<file path="src/rtl/spi_arb_pkg.sv">
// Shared types and constants for the SPI transaction arbiter.
package spi_arb_pkg;

  localparam int unsigned TimeoutDefault = 1023;

  typedef enum logic [2:0] {
    StIdle,
    StArb,
    StIssue,
    StWait,
    StResp
  } arb_state_e;

endpackage

</file>
<file path="src/rtl/spi_arbiter_if.sv">
// Requester and SPI-master signal bundle for spi_arbiter.
// slave: arbiter side. master: requesters plus SPI master (environment side).
interface spi_arbiter_if #(
  parameter int unsigned NREQ = 4
);
  logic [NREQ-1:0]   req_valid;
  logic [NREQ-1:0]   req_wr;
  logic [8*NREQ-1:0] req_addr;
  logic [8*NREQ-1:0] req_din;
  logic [NREQ-1:0]   req_ready;
  logic [NREQ-1:0]   rsp_valid;
  logic              rsp_err;
  logic [7:0]        rsp_dout;
  logic              m_rst;
  logic              m_wr;
  logic [7:0]        m_addr;
  logic [7:0]        m_din;
  logic              m_done;
  logic              m_err;
  logic [7:0]        m_dout;

  modport slave (
    input  req_valid, req_wr, req_addr, req_din, m_done, m_err, m_dout,
    output req_ready, rsp_valid, rsp_err, rsp_dout, m_rst, m_wr, m_addr, m_din
  );

  modport master (
    output req_valid, req_wr, req_addr, req_din, m_done, m_err, m_dout,
    input  req_ready, rsp_valid, rsp_err, rsp_dout, m_rst, m_wr, m_addr, m_din
  );
endinterface

</file>
<file path="src/rtl/spi_rr_picker.sv">
// Combinational round-robin priority encoder: searches upward from last_i+1 with wrap.
module spi_rr_picker #(
  parameter int unsigned NREQ = 4,
  parameter int unsigned IdxW = $clog2(NREQ)
) (
  input  logic [NREQ-1:0] req_i,
  input  logic [IdxW-1:0] last_i,
  output logic [NREQ-1:0] grant_o,
  output logic [IdxW-1:0] idx_o,
  output logic            valid_o
);

  logic [IdxW-1:0] cand;

  // First set request after last_i in circular order wins.
  always_comb begin
    grant_o = '0;
    idx_o   = '0;
    valid_o = 1'b0;
    cand    = '0;
    for (int unsigned i = 1; i <= NREQ; i++) begin
      cand = IdxW'((32'(last_i) + i) % NREQ);
      if (!valid_o && req_i[cand]) begin
        valid_o       = 1'b1;
        grant_o[cand] = 1'b1;
        idx_o         = cand;
      end
    end
  end

endmodule

</file>
<file path="src/rtl/spi_arbiter.sv">
// Round-robin arbiter sharing one SPI master among NREQ requesters.
// Optional WAIT-state abort timer enabled by defining SPI_ARB_TIMEOUT_EN.
module spi_arbiter
  import spi_arb_pkg::*;
#(
  parameter int unsigned NREQ    = 4,
  parameter int unsigned TIMEOUT = TimeoutDefault
) (
  input  logic          clk,
  input  logic          rst,
  spi_arbiter_if.slave  bus
);

  localparam int unsigned IdxW = $clog2(NREQ);

  arb_state_e      state_q;
  logic [IdxW-1:0] last_grant_q;
  logic [IdxW-1:0] owner_q;
  logic [NREQ-1:0] req_ready_q;
  logic [NREQ-1:0] rsp_valid_q;
  logic            rsp_err_q;
  logic [7:0]      rsp_dout_q;
  logic            m_rst_q;
  logic            m_wr_q;
  logic [7:0]      m_addr_q;
  logic [7:0]      m_din_q;

  logic [NREQ-1:0] pick_grant;
  logic [IdxW-1:0] pick_idx;
  logic            pick_valid;

`ifdef SPI_ARB_TIMEOUT_EN
  localparam int unsigned TimerW = $clog2(TIMEOUT + 1);
  logic [TimerW-1:0] timer_q;
  logic              timeout_hit;
  assign timeout_hit = (timer_q == TimerW'(TIMEOUT - 1));
`endif

  spi_rr_picker #(
    .NREQ (NREQ)
  ) u_picker (
    .req_i   (bus.req_valid),
    .last_i  (last_grant_q),
    .grant_o (pick_grant),
    .idx_o   (pick_idx),
    .valid_o (pick_valid)
  );

  // Transaction FSM; every output is a register loaded on the edge entering its state.
  always_ff @(posedge clk) begin
    if (rst) begin
      state_q      <= StIdle;
      last_grant_q <= IdxW'(NREQ - 1);
      owner_q      <= '0;
      req_ready_q  <= '0;
      rsp_valid_q  <= '0;
      rsp_err_q    <= 1'b0;
      rsp_dout_q   <= 8'h00;
      m_rst_q      <= 1'b1;
      m_wr_q       <= 1'b0;
      m_addr_q     <= 8'h00;
      m_din_q      <= 8'h00;
`ifdef SPI_ARB_TIMEOUT_EN
      timer_q      <= '0;
`endif
    end else begin
      req_ready_q <= '0;
      rsp_valid_q <= '0;
      unique case (state_q)
        StIdle: begin
          if (|bus.req_valid) state_q <= StArb;
        end
        StArb: begin
          // Requests may be withdrawn before arbitration; keep last_grant then.
          if (pick_valid) begin
            m_wr_q       <= bus.req_wr[pick_idx];
            m_addr_q     <= bus.req_addr[8*pick_idx +: 8];
            m_din_q      <= bus.req_din[8*pick_idx +: 8];
            owner_q      <= pick_idx;
            last_grant_q <= pick_idx;
            req_ready_q  <= pick_grant;
            m_rst_q      <= 1'b0;
            state_q      <= StIssue;
          end else begin
            state_q <= StIdle;
          end
        end
        StIssue: begin
`ifdef SPI_ARB_TIMEOUT_EN
          timer_q <= '0;
`endif
          state_q <= StWait;
        end
        StWait: begin
          // m_done wins over a coincident timeout.
          if (bus.m_done) begin
            rsp_err_q   <= bus.m_err;
            rsp_dout_q  <= m_wr_q ? 8'h00 : bus.m_dout;
            rsp_valid_q <= NREQ'(1) << owner_q;
            m_rst_q     <= 1'b1;
            state_q     <= StResp;
          end
`ifdef SPI_ARB_TIMEOUT_EN
          else if (timeout_hit) begin
            rsp_err_q   <= 1'b1;
            rsp_dout_q  <= 8'h00;
            rsp_valid_q <= NREQ'(1) << owner_q;
            m_rst_q     <= 1'b1;
            state_q     <= StResp;
          end else begin
            timer_q <= timer_q + 1'b1;
          end
`endif
        end
        StResp: begin
          state_q <= StIdle;
        end
        default: begin
          state_q <= StIdle;
        end
      endcase
    end
  end

  // Drive the bundle from the registered outputs.
  assign bus.req_ready = req_ready_q;
  assign bus.rsp_valid = rsp_valid_q;
  assign bus.rsp_err   = rsp_err_q;
  assign bus.rsp_dout  = rsp_dout_q;
  assign bus.m_rst     = m_rst_q;
  assign bus.m_wr      = m_wr_q;
  assign bus.m_addr    = m_addr_q;
  assign bus.m_din     = m_din_q;

endmodule

</file>
<file path="src/flat_wrapper.sv">
// flat-port wrapper written by rule: the top's interface ports become plain ports
module spi_arbiter_flat import spi_arb_pkg::*;
#(
  parameter int unsigned NREQ    = 4,
  parameter int unsigned TIMEOUT = TimeoutDefault
)
  (clk, rst, bus_req_valid, bus_req_wr, bus_req_addr, bus_req_din, bus_m_done, bus_m_err, bus_m_dout, bus_req_ready, bus_rsp_valid, bus_rsp_err, bus_rsp_dout, bus_m_rst, bus_m_wr, bus_m_addr, bus_m_din);
  spi_arbiter_if #(.NREQ(NREQ)) bus_i ();
  input  logic clk;
  input  logic rst;
  input wire logic [$bits(bus_i.req_valid)-1:0] bus_req_valid;
  input wire logic [$bits(bus_i.req_wr)-1:0] bus_req_wr;
  input wire logic [$bits(bus_i.req_addr)-1:0] bus_req_addr;
  input wire logic [$bits(bus_i.req_din)-1:0] bus_req_din;
  input wire logic [$bits(bus_i.m_done)-1:0] bus_m_done;
  input wire logic [$bits(bus_i.m_err)-1:0] bus_m_err;
  input wire logic [$bits(bus_i.m_dout)-1:0] bus_m_dout;
  output wire logic [$bits(bus_i.req_ready)-1:0] bus_req_ready;
  output wire logic [$bits(bus_i.rsp_valid)-1:0] bus_rsp_valid;
  output wire logic [$bits(bus_i.rsp_err)-1:0] bus_rsp_err;
  output wire logic [$bits(bus_i.rsp_dout)-1:0] bus_rsp_dout;
  output wire logic [$bits(bus_i.m_rst)-1:0] bus_m_rst;
  output wire logic [$bits(bus_i.m_wr)-1:0] bus_m_wr;
  output wire logic [$bits(bus_i.m_addr)-1:0] bus_m_addr;
  output wire logic [$bits(bus_i.m_din)-1:0] bus_m_din;
  assign bus_i.req_valid = bus_req_valid;
  assign bus_i.req_wr = bus_req_wr;
  assign bus_i.req_addr = bus_req_addr;
  assign bus_i.req_din = bus_req_din;
  assign bus_i.m_done = bus_m_done;
  assign bus_i.m_err = bus_m_err;
  assign bus_i.m_dout = bus_m_dout;
  assign bus_req_ready = bus_i.req_ready;
  assign bus_rsp_valid = bus_i.rsp_valid;
  assign bus_rsp_err = bus_i.rsp_err;
  assign bus_rsp_dout = bus_i.rsp_dout;
  assign bus_m_rst = bus_i.m_rst;
  assign bus_m_wr = bus_i.m_wr;
  assign bus_m_addr = bus_i.m_addr;
  assign bus_m_din = bus_i.m_din;
  spi_arbiter #(.NREQ(NREQ), .TIMEOUT(TIMEOUT)) u_core (.clk(clk), .rst(rst), .bus(bus_i));
endmodule
</file>
<file path="config.mk">
export PLATFORM = sky130hd
export DESIGN_NAME = spi_arbiter_flat
export DESIGN_NICKNAME = d
export VERILOG_FILES = /design/src/rtl/spi_arb_pkg.sv /design/src/rtl/spi_arbiter_if.sv /design/src/rtl/spi_rr_picker.sv /design/src/rtl/spi_arbiter.sv /design/src/flat_wrapper.sv
export SDC_FILE = /design/constraint.sdc
export NUM_CORES = 1
export LEC_CHECK = 0
export ABC_CLOCK_PERIOD_IN_PS = 3300
export BUFFER_PORTS_ARGS = -buffer_cell sky130_fd_sc_hd__clkbuf_2
export CORE_UTILIZATION = 35
export DETAILED_ROUTE_END_ITERATION = 6
export GPL_TIMING_DRIVEN = 0
export SYNTH_ARGS = -nofsm -noshare
export SYNTH_HDL_FRONTEND = slang
export SYNTH_HIERARCHICAL = 1
export SYNTH_SLANG_ARGS = --single-unit
export TNS_END_PERCENT = 50
</file>
<file path="constraint.sdc">
create_clock -name clk -period 3.3 [get_ports clk]
set_input_delay 0.66 -clock clk [delete_from_list [all_inputs] [get_ports clk]]
set_output_delay 0.66 -clock clk [all_outputs]
set_load 0.05 [all_outputs]
</file>
==> flow_summary.html, run 1 <==
<table>
<tr><th>Metric</th><th>Value</th></tr>
<tr><th colspan="2">Worst setup path</th></tr>
<tr><td>Startpoint of the worst register-to-register path</td><td>u_core/last_grant_q[0]</td></tr>
<tr><td>Worst-case reg-to-reg path depth</td><td>12</td></tr>
<tr><td>Worst r2r dst</td><td>u_core/bus.m_din[0]</td></tr>
<tr><td>Type of origin of the critical path</td><td>flip-flop</td></tr>
<tr><td>Critical path endpoint category</td><td>flip-flop</td></tr>
<tr><td>WP data required</td><td>3.47 ns</td></tr>
<tr><td>CP arrival</td><td>3.05 ns</td></tr>
<tr><td>Crit Path Class</td><td>reg -&gt; reg</td></tr>
<tr><td>Largest fanout on the critical path</td><td>10</td></tr>
<tr><td>Register-to-register path setup slack</td><td>0.42 ns</td></tr>
<tr><th colspan="2">Finish</th></tr>
<tr><td>Number of diodes added for antenna fixing</td><td>0</td></tr>
<tr><td>Layout area overhead</td><td>32.5%</td></tr>
<tr><td>Post-route core utilization</td><td>0.487</td></tr>
<tr><td>Share of post-route cells with drive strength above 1</td><td>0.439</td></tr>
<tr><td>Filler instances</td><td>651</td></tr>
<tr><td>Final nets</td><td>451</td></tr>
<tr><th colspan="2">Drt</th></tr>
<tr><td>Wire length per cell after detailed routing</td><td>12.6 um</td></tr>
<tr><td>Total number of vias</td><td>2204</td></tr>
<tr><td>Post-route antenna net violation count</td><td>0</td></tr>
<tr><td>DRC violation count after routing</td><td>4</td></tr>
<tr><td>Detailed router's first-iteration violation count</td><td>66</td></tr>
<tr><td>First-pass iteration count of the detailed router</td><td>7</td></tr>
<tr><td>Via density per instance</td><td>5.04</td></tr>
<tr><td>Final routed wirelength across all metal layers</td><td>5500 um</td></tr>
<tr><th colspan="2">Global route</th></tr>
<tr><td>Grt ovf</td><td>0</td></tr>
<tr><td>Pin count of the biggest net entering global routing</td><td>15</td></tr>
<tr><td>Number of antenna violations at the first check in global routing</td><td>0</td></tr>
<tr><td>Vias in the first global route</td><td>1936</td></tr>
<tr><td>Total GRT Usage</td><td>0.155</td></tr>
<tr><td>First-pass GRT wire length</td><td>8810 um</td></tr>
<tr><th colspan="2">Power</th></tr>
<tr><td>Static Leakage</td><td>1.46 nW</td></tr>
<tr><td>Pwr dens</td><td>477 nW/um^2</td></tr>
<tr><td>Overall power after layout</td><td>1.50 mW</td></tr>
<tr><td>Peak supply drop</td><td>0.175 mV</td></tr>
<tr><th colspan="2">Synthesis</th></tr>
<tr><td>Async set or reset register ratio after synthesis</td><td>0</td></tr>
<tr><td>Share of the synthesized area in the top cell type</td><td>0.354</td></tr>
<tr><td>Most used flip-flop cell after synthesis</td><td>sky130_fd_sc_hd__dfxtp_1</td></tr>
<tr><td>Cell accounting for the most synthesized area</td><td>sky130_fd_sc_hd__dfxtp_1</td></tr>
<tr><td>Post-Syn Area per Cell</td><td>10.1 um^2</td></tr>
<tr><td>Number of flip-flops and latches in the synthesized netlist</td><td>42</td></tr>
<tr><td>Cell area after synthesis</td><td>2370 um^2</td></tr>
<tr><td>Syn Nets</td><td>327</td></tr>
<tr><td>Cells after Synth</td><td>235</td></tr>
<tr><td>Warning count from the yosys run</td><td>6</td></tr>
<tr><td>Largest cells by area after synthesis</td><td>sky130_fd_sc_hd__dfxtp_1 (35%), sky130_fd_sc_hd__mux4_2 (9.5%), sky130_fd_sc_hd__mux4_1 (8.9%)</td></tr>
<tr><td>Cell variety after synth</td><td>45</td></tr>
<tr><td>Number of enable flip-flop cells after synthesis</td><td>0</td></tr>
<tr><td>Sequential area share after synthesis</td><td>0.354</td></tr>
<tr><th colspan="2">Timing</th></tr>
<tr><td>Min cycle time layout</td><td>2.88 ns</td></tr>
<tr><td>Post-route clock period utilization</td><td>0.873</td></tr>
<tr><td>Number of hold violations in the final report</td><td>0</td></tr>
<tr><td>Final setup fails</td><td>0</td></tr>
<tr><td>Slew margin rel.</td><td>0.667</td></tr>
<tr><td>Final setup TNS</td><td>0 ns</td></tr>
<tr><td>Unrepaired setup endpoints after global routing</td><td>no</td></tr>
<tr><td>Max Clock Freq</td><td>347 MHz</td></tr>
<tr><td>Slew at the pin with the worst max-slew slack</td><td>0.495 ns</td></tr>
<tr><td>Max-slew violations</td><td>0</td></tr>
<tr><td>Worst Clk Skew</td><td>0.0111 ns</td></tr>
<tr><th colspan="2">Floorplanning</th></tr>
<tr><td>Placement row count</td><td>29</td></tr>
<tr><td>Top Ports</td><td>119</td></tr>
<tr><td>Total die area</td><td>7110 um^2</td></tr>
<tr><td>Starting density of the core</td><td>0.367</td></tr>
<tr><td>Die span in x</td><td>84.4 um</td></tr>
<tr><td>Floorplan Core Area</td><td>6460 um^2</td></tr>
<tr><td>Height of the chip</td><td>84.4 um</td></tr>
<tr><th colspan="2">CTS</th></tr>
<tr><td>CTS tree</td><td>done</td></tr>
<tr><td>Number of buffers created by CTS</td><td>5</td></tr>
<tr><td>H-tree depth</td><td>2</td></tr>
<tr><td>Clk sink count</td><td>42</td></tr>
<tr><td>Largest buffer count on any clock path</td><td>2</td></tr>
<tr><td>Clock insertion delay at the later pin of the skew report</td><td>0.30 ns</td></tr>
<tr><td>Post-cts repair resize count</td><td>0</td></tr>
<tr><td>Number of hold-repair buffers added at the cts stage</td><td>0</td></tr>
<tr><td>Clk root buf</td><td>sky130_fd_sc_hd__clkbuf_8</td></tr>
<tr><td>Count of buffers added by post-CTS timing repair for setup</td><td>0</td></tr>
<tr><td>Clock-pin slew on the worst setup and hold paths</td><td>0.08 ns</td></tr>
<tr><th colspan="2">Place</th></tr>
<tr><td>Detail Placement HPWL</td><td>4340 um</td></tr>
<tr><td>Final Wtd Congestion</td><td>0.877</td></tr>
<tr><td>Quantity of I/O buffers inserted on ports</td><td>117</td></tr>
<tr><th colspan="2">Min path</th></tr>
<tr><td>Worst min path class</td><td>reg -&gt; reg</td></tr>
<tr><td>Hold Crit Start</td><td>u_core/bus.m_din[2]</td></tr>
<tr><td>Worst Hold Path Cells</td><td>2</td></tr>
<tr><td>Min-Delay Endpoint</td><td>u_core/bus.m_din[2]</td></tr>
<tr><th colspan="2">Run</th></tr>
<tr><td># Max-Cap Violations</td><td>0</td></tr>
<tr><th colspan="2">Outcome</th></tr>
<tr><td>Failing checks</td><td>DRC</td></tr>
<tr><td>Run status</td><td>complete, but fails checks</td></tr>
</table>
Yosys cell counts (2+ instances only):
cell,count
sky130_fd_sc_hd__nand2_1,55
sky130_fd_sc_hd__dfxtp_1,42
sky130_fd_sc_hd__a21oi_1,25
sky130_fd_sc_hd__mux4_2,10
sky130_fd_sc_hd__a22o_1,9
sky130_fd_sc_hd__ha_1,8
sky130_fd_sc_hd__mux4_1,8
sky130_fd_sc_hd__nor2_1,7
sky130_fd_sc_hd__buf_2,5
sky130_fd_sc_hd__inv_1,5
sky130_fd_sc_hd__o21ai_1,5
sky130_fd_sc_hd__a221o_1,4
sky130_fd_sc_hd__and2_1,4
sky130_fd_sc_hd__buf_6,4
sky130_fd_sc_hd__buf_4,3
sky130_fd_sc_hd__nor3_1,3
sky130_fd_sc_hd__a21boi_0,2
sky130_fd_sc_hd__a21oi_2,2
sky130_fd_sc_hd__and3_1,2
sky130_fd_sc_hd__clkbuf_1,2
sky130_fd_sc_hd__mux2i_1,2
sky130_fd_sc_hd__nand2b_1,2
sky130_fd_sc_hd__nand3_1,2
sky130_fd_sc_hd__nor3b_1,2
sky130_fd_sc_hd__o21ai_0,2
state kept, by name, summed over array words and instances (netlist names), 2 cells and up:
name,cells
u_core/bus.rsp_dout,8
u_core/bus.req_ready,4
u_core/state_q,3
u_core/bus.m_addr,8
u_core/bus.m_din,8
u_core/owner_q,2
u_core/last_grant_q,2
u_core/bus.rsp_valid,4
per-stage QoR:
stage | hold slack [ns] | cells | setup WS [ns] | cell area [um^2]
floorplan | 0.447 | 235 | 0.557 | 2370
global placement | 0.435 | 429 | 0.228 | 3060
detailed placement | 0.443 | 429 | 0.219 | 3060
CTS | 0.457 | 437 | 0.410 | 3150
global route | 0.482 | 437 | 0.200 | 3150
finish | 0.457 | 437 | 0.418 | 3150
worst max-delay path, stage by stage, from the launching register on:
cell	delay, ns
sky130_fd_sc_hd__dfxtp_1	0.51
sky130_fd_sc_hd__buf_4	0.24
sky130_fd_sc_hd__inv_2	0.09
sky130_fd_sc_hd__ha_1	0.30
sky130_fd_sc_hd__buf_6	0.14
sky130_fd_sc_hd__a221oi_1	0.06
sky130_fd_sc_hd__a211oi_1	0.26
sky130_fd_sc_hd__o22a_1	0.17
sky130_fd_sc_hd__buf_2	0.20
sky130_fd_sc_hd__buf_2	0.29
sky130_fd_sc_hd__mux4_2	0.36
sky130_fd_sc_hd__nand2_1	0.08
sky130_fd_sc_hd__a21oi_1	0.05
how the worst max path moves through the flow:
stage	from	end	slack [ns]	depth (start not counted)
floorplan	bus_req_valid[0]	u_core/bus.m_addr[7]	0.56	11
global placement	bus_req_valid[2]	u_core/bus.m_wr	0.23	12
detailed placement	bus_req_valid[2]	u_core/bus.m_wr	0.22	12
CTS	u_core/last_grant_q[1]	u_core/bus.m_wr	0.41	11
global route	u_core/last_grant_q[0]	u_core/bus.m_wr	0.20	12
finish	u_core/last_grant_q[0]	u_core/bus.m_din[0]	0.42	12
layout by cell type, fill, tap and decap left out, drive strengths merged, types with 2 or more instances in the layout:
| cell | n |
|---|---|
| a21boi | 2 |
| inv | 6 |
| nor3 | 3 |
| dfxtp | 42 |
| mux4 | 18 |
| and3 | 2 |
| nand3 | 2 |
| nand2 | 55 |
| nor3b | 2 |
| a21oi | 27 |
| a221oi | 2 |
| nor2 | 8 |
| a22o | 9 |
| mux2i | 3 |
| clkinv | 2 |
| a221o | 4 |
| ha | 8 |
| nor4 | 2 |
| nand2b | 2 |
| o21ai | 7 |
| and2 | 4 |
| a211oi | 2 |
| clkbuf | 124 |
| buf | 13 |
cell families after synthesis:
family / after synthesis / share of synthesized area
mux: 21 / 0.201
simple gates: 85 / 0.169
fa+ha+maj: 8 / 0.0422
flops: 42 / 0.354
buf+inv: 21 / 0.0601
compound gates: 58 / 0.173
routing by layer:
| metal | track usage | vias up | wire length (um) |
|---|---|---|---|
| met5 | 0 | - | 0 |
| met4 | 0.0678 | 0 | 115 |
| met3 | 0.0334 | 12 | 433 |
| met2 | 0.259 | 103 | 2540 |
| met1 | 0.194 | 976 | 2410 |
| li1 | - | 1113 | - |
power by group:
part,switching (mW),leakage (nW),internal (mW)
registers,0.0315,0.342,0.545
logic,0.322,1.07,0.268
clock network,0.184,0.0441,0.149
final cells by class:
cell class / count / area [um^2] / area share
Buffer: 15 / 120 / 0.0382
Clock buffer: 5 / 68.8 / 0.0219
Clock inverter: 3 / 21.3 / 0.00676
Inverter: 6 / 22.5 / 0.00716
Multi-Input combinational cell: 172 / 1390 / 0.442
Sequential cell: 42 / 841 / 0.267
Tap cell: 77 / 96.3 / 0.0306
Timing Repair Buffer: 117 / 586 / 0.186
(Power assumes the default switching activity.)
==> run 2, diff against run 1 <==
SLEW_MARGIN = 5   (was default)
SYNTH_HIERARCHICAL = default   (was 1)
==> flow_summary.html, run 2 <==
<table>
<tr><th>Metric</th><th>Value</th></tr>
<tr><th colspan="2">Worst setup path</th></tr>
<tr><td>Critical path endpoint category</td><td>flip-flop</td></tr>
<tr><td>Worst-case reg-to-reg path depth</td><td>13</td></tr>
<tr><td>CP arrival</td><td>3.26 ns</td></tr>
<tr><td>Worst r2r dst</td><td>u_core.bus.m_wr</td></tr>
<tr><td>Slowest-stage cell, CP</td><td>sky130_fd_sc_hd__dfxtp_4</td></tr>
<tr><td>Family with the most delay on the worst path</td><td>buffers and inverters</td></tr>
<tr><td>Largest fanout on the critical path</td><td>10</td></tr>
<tr><td>Crit Path Class</td><td>reg -&gt; reg</td></tr>
<tr><td>Startpoint of the worst register-to-register path</td><td>u_core.last_grant_q[0]</td></tr>
<tr><td>WP data required</td><td>3.45 ns</td></tr>
<tr><td>Delay of the slowest critical-path stage</td><td>0.38 ns</td></tr>
<tr><td>Type of origin of the critical path</td><td>flip-flop</td></tr>
<tr><td>Critical path cell sequence</td><td>buf_6 -&gt; clkbuf_4 -&gt; inv_1 -&gt; ha_1 -&gt; clkbuf_4 -&gt; mux4_2 -&gt; buf_6 -&gt; or3_1 -&gt; o21a_1 -&gt; buf_6 -&gt; buf_6 -&gt; mux2i_1 -&gt; o221ai_1</td></tr>
<tr><td>Register-to-register path setup slack</td><td>0.19 ns</td></tr>
<tr><td>Worst Path Buf+Inv</td><td>7</td></tr>
<tr><td>Worst path most repeated cell</td><td>sky130_fd_sc_hd__buf_6</td></tr>
<tr><th colspan="2">Timing</th></tr>
<tr><td>Max-slew violations</td><td>0</td></tr>
<tr><td>Unrepaired setup endpoints after global routing</td><td>no</td></tr>
<tr><td>Final setup TNS</td><td>0 ns</td></tr>
<tr><td>Min cycle time layout</td><td>3.11 ns</td></tr>
<tr><td>Number of hold violations in the final report</td><td>0</td></tr>
<tr><td>Max Clock Freq</td><td>322 MHz</td></tr>
<tr><td>Slew at the pin with the worst max-slew slack</td><td>0.760 ns</td></tr>
<tr><td>Slew margin rel.</td><td>0.491</td></tr>
<tr><td>Final setup fails</td><td>0</td></tr>
<tr><td>Post-route clock period utilization</td><td>0.942</td></tr>
<tr><td>Worst Clk Skew</td><td>0.00846 ns</td></tr>
<tr><th colspan="2">Synthesis</th></tr>
<tr><td>Async set or reset register ratio after synthesis</td><td>0</td></tr>
<tr><td>Largest cells by area after synthesis</td><td>sky130_fd_sc_hd__dfxtp_1 (35%), sky130_fd_sc_hd__mux2i_1 (15%), sky130_fd_sc_hd__o221ai_2 (6.2%)</td></tr>
<tr><td>Syn Nets</td><td>336</td></tr>
<tr><td>Cell accounting for the most synthesized area</td><td>sky130_fd_sc_hd__dfxtp_1</td></tr>
<tr><td>Share of the synthesized area in the top cell type</td><td>0.348</td></tr>
<tr><td>Number of flip-flops and latches in the synthesized netlist</td><td>42</td></tr>
<tr><td>Most used flip-flop cell after synthesis</td><td>sky130_fd_sc_hd__dfxtp_1</td></tr>
<tr><td>Most frequently used cell type in the post-synthesis netlist</td><td>sky130_fd_sc_hd__dfxtp_1</td></tr>
<tr><td>Commonest cells in the synthesized netlist</td><td>sky130_fd_sc_hd__dfxtp_1 (42), sky130_fd_sc_hd__mux2i_1 (37), sky130_fd_sc_hd__nand2_1 (25), sky130_fd_sc_hd__nor2_1 (16), sky130_fd_sc_hd__o221ai_2 (10)</td></tr>
<tr><td>Post-Syn Area per Cell</td><td>9.90 um^2</td></tr>
<tr><td>Number of enable flip-flop cells after synthesis</td><td>0</td></tr>
<tr><td>Cell area after synthesis</td><td>2420 um^2</td></tr>
<tr><td>Cell variety after synth</td><td>43</td></tr>
<tr><td>Warning count from the yosys run</td><td>0</td></tr>
<tr><td>Sequential area share after synthesis</td><td>0.348</td></tr>
<tr><td>Cells after Synth</td><td>244</td></tr>
<tr><th colspan="2">CTS</th></tr>
<tr><td>H-tree depth</td><td>2</td></tr>
<tr><td>Count of buffers added by post-CTS timing repair for setup</td><td>0</td></tr>
<tr><td>Number of buffers created by CTS</td><td>5</td></tr>
<tr><td>Clock insertion delay at the later pin of the skew report</td><td>0.29 ns</td></tr>
<tr><td>CTS tree</td><td>done</td></tr>
<tr><td>Clk sink count</td><td>42</td></tr>
<tr><td>Largest buffer count on any clock path</td><td>2</td></tr>
<tr><td>Clk root buf</td><td>sky130_fd_sc_hd__clkbuf_8</td></tr>
<tr><td>Clock-pin slew on the worst setup and hold paths</td><td>0.08 ns</td></tr>
<tr><td>Number of hold-repair buffers added at the cts stage</td><td>0</td></tr>
<tr><th colspan="2">Finish</th></tr>
<tr><td>Layout area overhead</td><td>33.6%</td></tr>
<tr><td>Filler instances</td><td>621</td></tr>
<tr><td>Leading cell types in the layout, fill and taps excluded</td><td>sky130_fd_sc_hd__clkbuf_2 (119), sky130_fd_sc_hd__dfxtp_1 (41), sky130_fd_sc_hd__mux2i_1 (37)</td></tr>
<tr><td>Final standard cell count with taps included and fillers excluded</td><td>447</td></tr>
<tr><td>Multi-input gate area in the final layout</td><td>1400 um^2</td></tr>
<tr><td>Register area</td><td>845 um^2</td></tr>
<tr><td>Most common library cell in the layout ignoring fill and taps</td><td>sky130_fd_sc_hd__clkbuf_2</td></tr>
<tr><td>Number of diodes added for antenna fixing</td><td>0</td></tr>
<tr><td>Share of post-route cells with drive strength above 1</td><td>0.454</td></tr>
<tr><td>Final nets</td><td>461</td></tr>
<tr><th colspan="2">Place</th></tr>
<tr><td>Detail Placement HPWL</td><td>4780 um</td></tr>
<tr><td>Placed Cells</td><td>439</td></tr>
<tr><td>Quantity of I/O buffers inserted on ports</td><td>118</td></tr>
<tr><td>Final Wtd Congestion</td><td>0.775</td></tr>
<tr><th colspan="2">Drt</th></tr>
<tr><td>First-pass iteration count of the detailed router</td><td>6</td></tr>
<tr><td>Post-route antenna net violation count</td><td>0</td></tr>
<tr><td>Met2 wire length</td><td>2770 um</td></tr>
<tr><td>Wire length per cell after detailed routing</td><td>13.3 um</td></tr>
<tr><td>Met3 Wirelength</td><td>343 um</td></tr>
<tr><td>Detailed router's first-iteration violation count</td><td>69</td></tr>
<tr><td>Total number of vias</td><td>2291</td></tr>
<tr><td>DRC violation count after routing</td><td>0</td></tr>
<tr><td>Final routed wirelength across all metal layers</td><td>5950 um</td></tr>
<tr><td>Via density per instance</td><td>5.13</td></tr>
<tr><td>Highest signal layer in the routed design</td><td>met4</td></tr>
<tr><td>Detailed-routing wirelength on met1</td><td>2760 um</td></tr>
<tr><th colspan="2">Global route</th></tr>
<tr><td>Pin count of the biggest net entering global routing</td><td>15</td></tr>
<tr><td>Number of antenna violations at the first check in global routing</td><td>0</td></tr>
<tr><td>Vias in the first global route</td><td>2044</td></tr>
<tr><td>First-pass GRT wire length</td><td>9400 um</td></tr>
<tr><td>Total GRT Usage</td><td>0.161</td></tr>
<tr><td>Grt ovf</td><td>0</td></tr>
<tr><th colspan="2">Power</th></tr>
<tr><td>Overall power after layout</td><td>1.78 mW</td></tr>
<tr><td>Static Leakage</td><td>1.54 nW</td></tr>
<tr><td>Pwr dens</td><td>552 nW/um^2</td></tr>
<tr><td>Peak supply drop</td><td>0.257 mV</td></tr>
<tr><th colspan="2">Floorplanning</th></tr>
<tr><td>Placement row count</td><td>29</td></tr>
<tr><td>Starting density of the core</td><td>0.372</td></tr>
<tr><td>Die span in x</td><td>85.1 um</td></tr>
<tr><td>Height of the chip</td><td>85.1 um</td></tr>
<tr><td>Floorplan Core Area</td><td>6490 um^2</td></tr>
<tr><td>Top Ports</td><td>119</td></tr>
<tr><td>Total die area</td><td>7240 um^2</td></tr>
<tr><th colspan="2">Min path</th></tr>
<tr><td>Worst Hold Path Cells</td><td>2</td></tr>
<tr><td>Worst min path class</td><td>reg -&gt; reg</td></tr>
<tr><td>Min-Delay Endpoint</td><td>u_core.bus.m_rst</td></tr>
<tr><td>Hold Crit Start</td><td>u_core.bus.m_rst</td></tr>
<tr><th colspan="2">Run</th></tr>
<tr><td># Max-Cap Violations</td><td>0</td></tr>
<tr><th colspan="2">Outcome</th></tr>
<tr><td>Run status</td><td>finished clean</td></tr>
</table>
==> run 2: worst max-delay path by stage <==
stage	depth (start not counted)	start	slack, ns	endpoint
2_1_floorplan	13	u_core.last_grant_q[0]	0.29	u_core.bus.m_din[4]
3_3_place_gp	13	u_core.last_grant_q[0]	-0.12	u_core.bus.m_addr[2]
3_5_place_dp	13	u_core.last_grant_q[0]	-0.13	u_core.bus.m_wr
4_1_cts	12	u_core.last_grant_q[1]	0.02	u_core.bus.m_addr[3]
5_1_grt	13	u_core.last_grant_q[0]	0.01	u_core.bus.m_wr
6_report	13	u_core.last_grant_q[0]	0.19	u_core.bus.m_wr
==> run 2: stage by stage <==
step                      setup WS (ns)  utilization  hold WS, ns  cell area [um^2]
after floorplan                   0.286            -        0.425              2420
after global placement           -0.119        0.478        0.434              3100
after detailed placement         -0.132        0.478        0.441              3100
after CTS                        0.0202        0.496        0.457              3220
after global routing             0.0139        0.497        0.481              3230
final                             0.192        0.497        0.451              3230
==> run 2: where the power goes <==
| group | internal [mW] | leakage, nW | total [mW] | switching [mW] |
|---|---|---|---|---|
| Clock | 0.225 | 0.0504 | 0.403 | 0.178 |
| Combinational | 0.316 | 1.15 | 0.781 | 0.465 |
| Sequential | 0.562 | 0.342 | 0.598 | 0.0355 |
==> run 2: what timing repair did <==
action | 4_1_cts | 5_1_grt
cloned | 0 | 0
gates resized for setup | 2 | 6
setup endpoints to repair | 18 | 18
hold endpoints to repair | 0 | 0
==> run 2: cell families (layout without fill, tap and decap cells) <==
logic type / count (synthesis) / after routing / synth area share
buffers and inverters: 27 / 153 / 0.0746
AOI/OAI and AO/OA: 58 / 58 / 0.213
adders and majority gates: 8 / 8 / 0.0414
muxes: 41 / 41 / 0.186
DFF: 42 / 42 / 0.348
and+or+nand+nor: 68 / 68 / 0.137
==> run 2: layout make-up <==
class,count,share of cell area
clock buffer,5,0.0213
multi-input combinational,175,0.432
buffer,21,0.0512
clock inverter,3,0.0140
timing repair buffer,118,0.183
tap,77,0.0298
inverter,6,0.00698
sequential,42,0.262
==> run 2: metal layers <==
layer  GRT usage  vias up
met1       0.213     1047
met3      0.0282        6
li1            -     1160
met2       0.271       78
met4      0.0416        0
met5           0        -
==> run 2: tightest hold or removal path, cell delays in order (launching register included) <==
cell and delay, ns:
sky130_fd_sc_hd__dfxtp_1 0.32, sky130_fd_sc_hd__nand2_1 0.05, sky130_fd_sc_hd__nand2_1 0.04
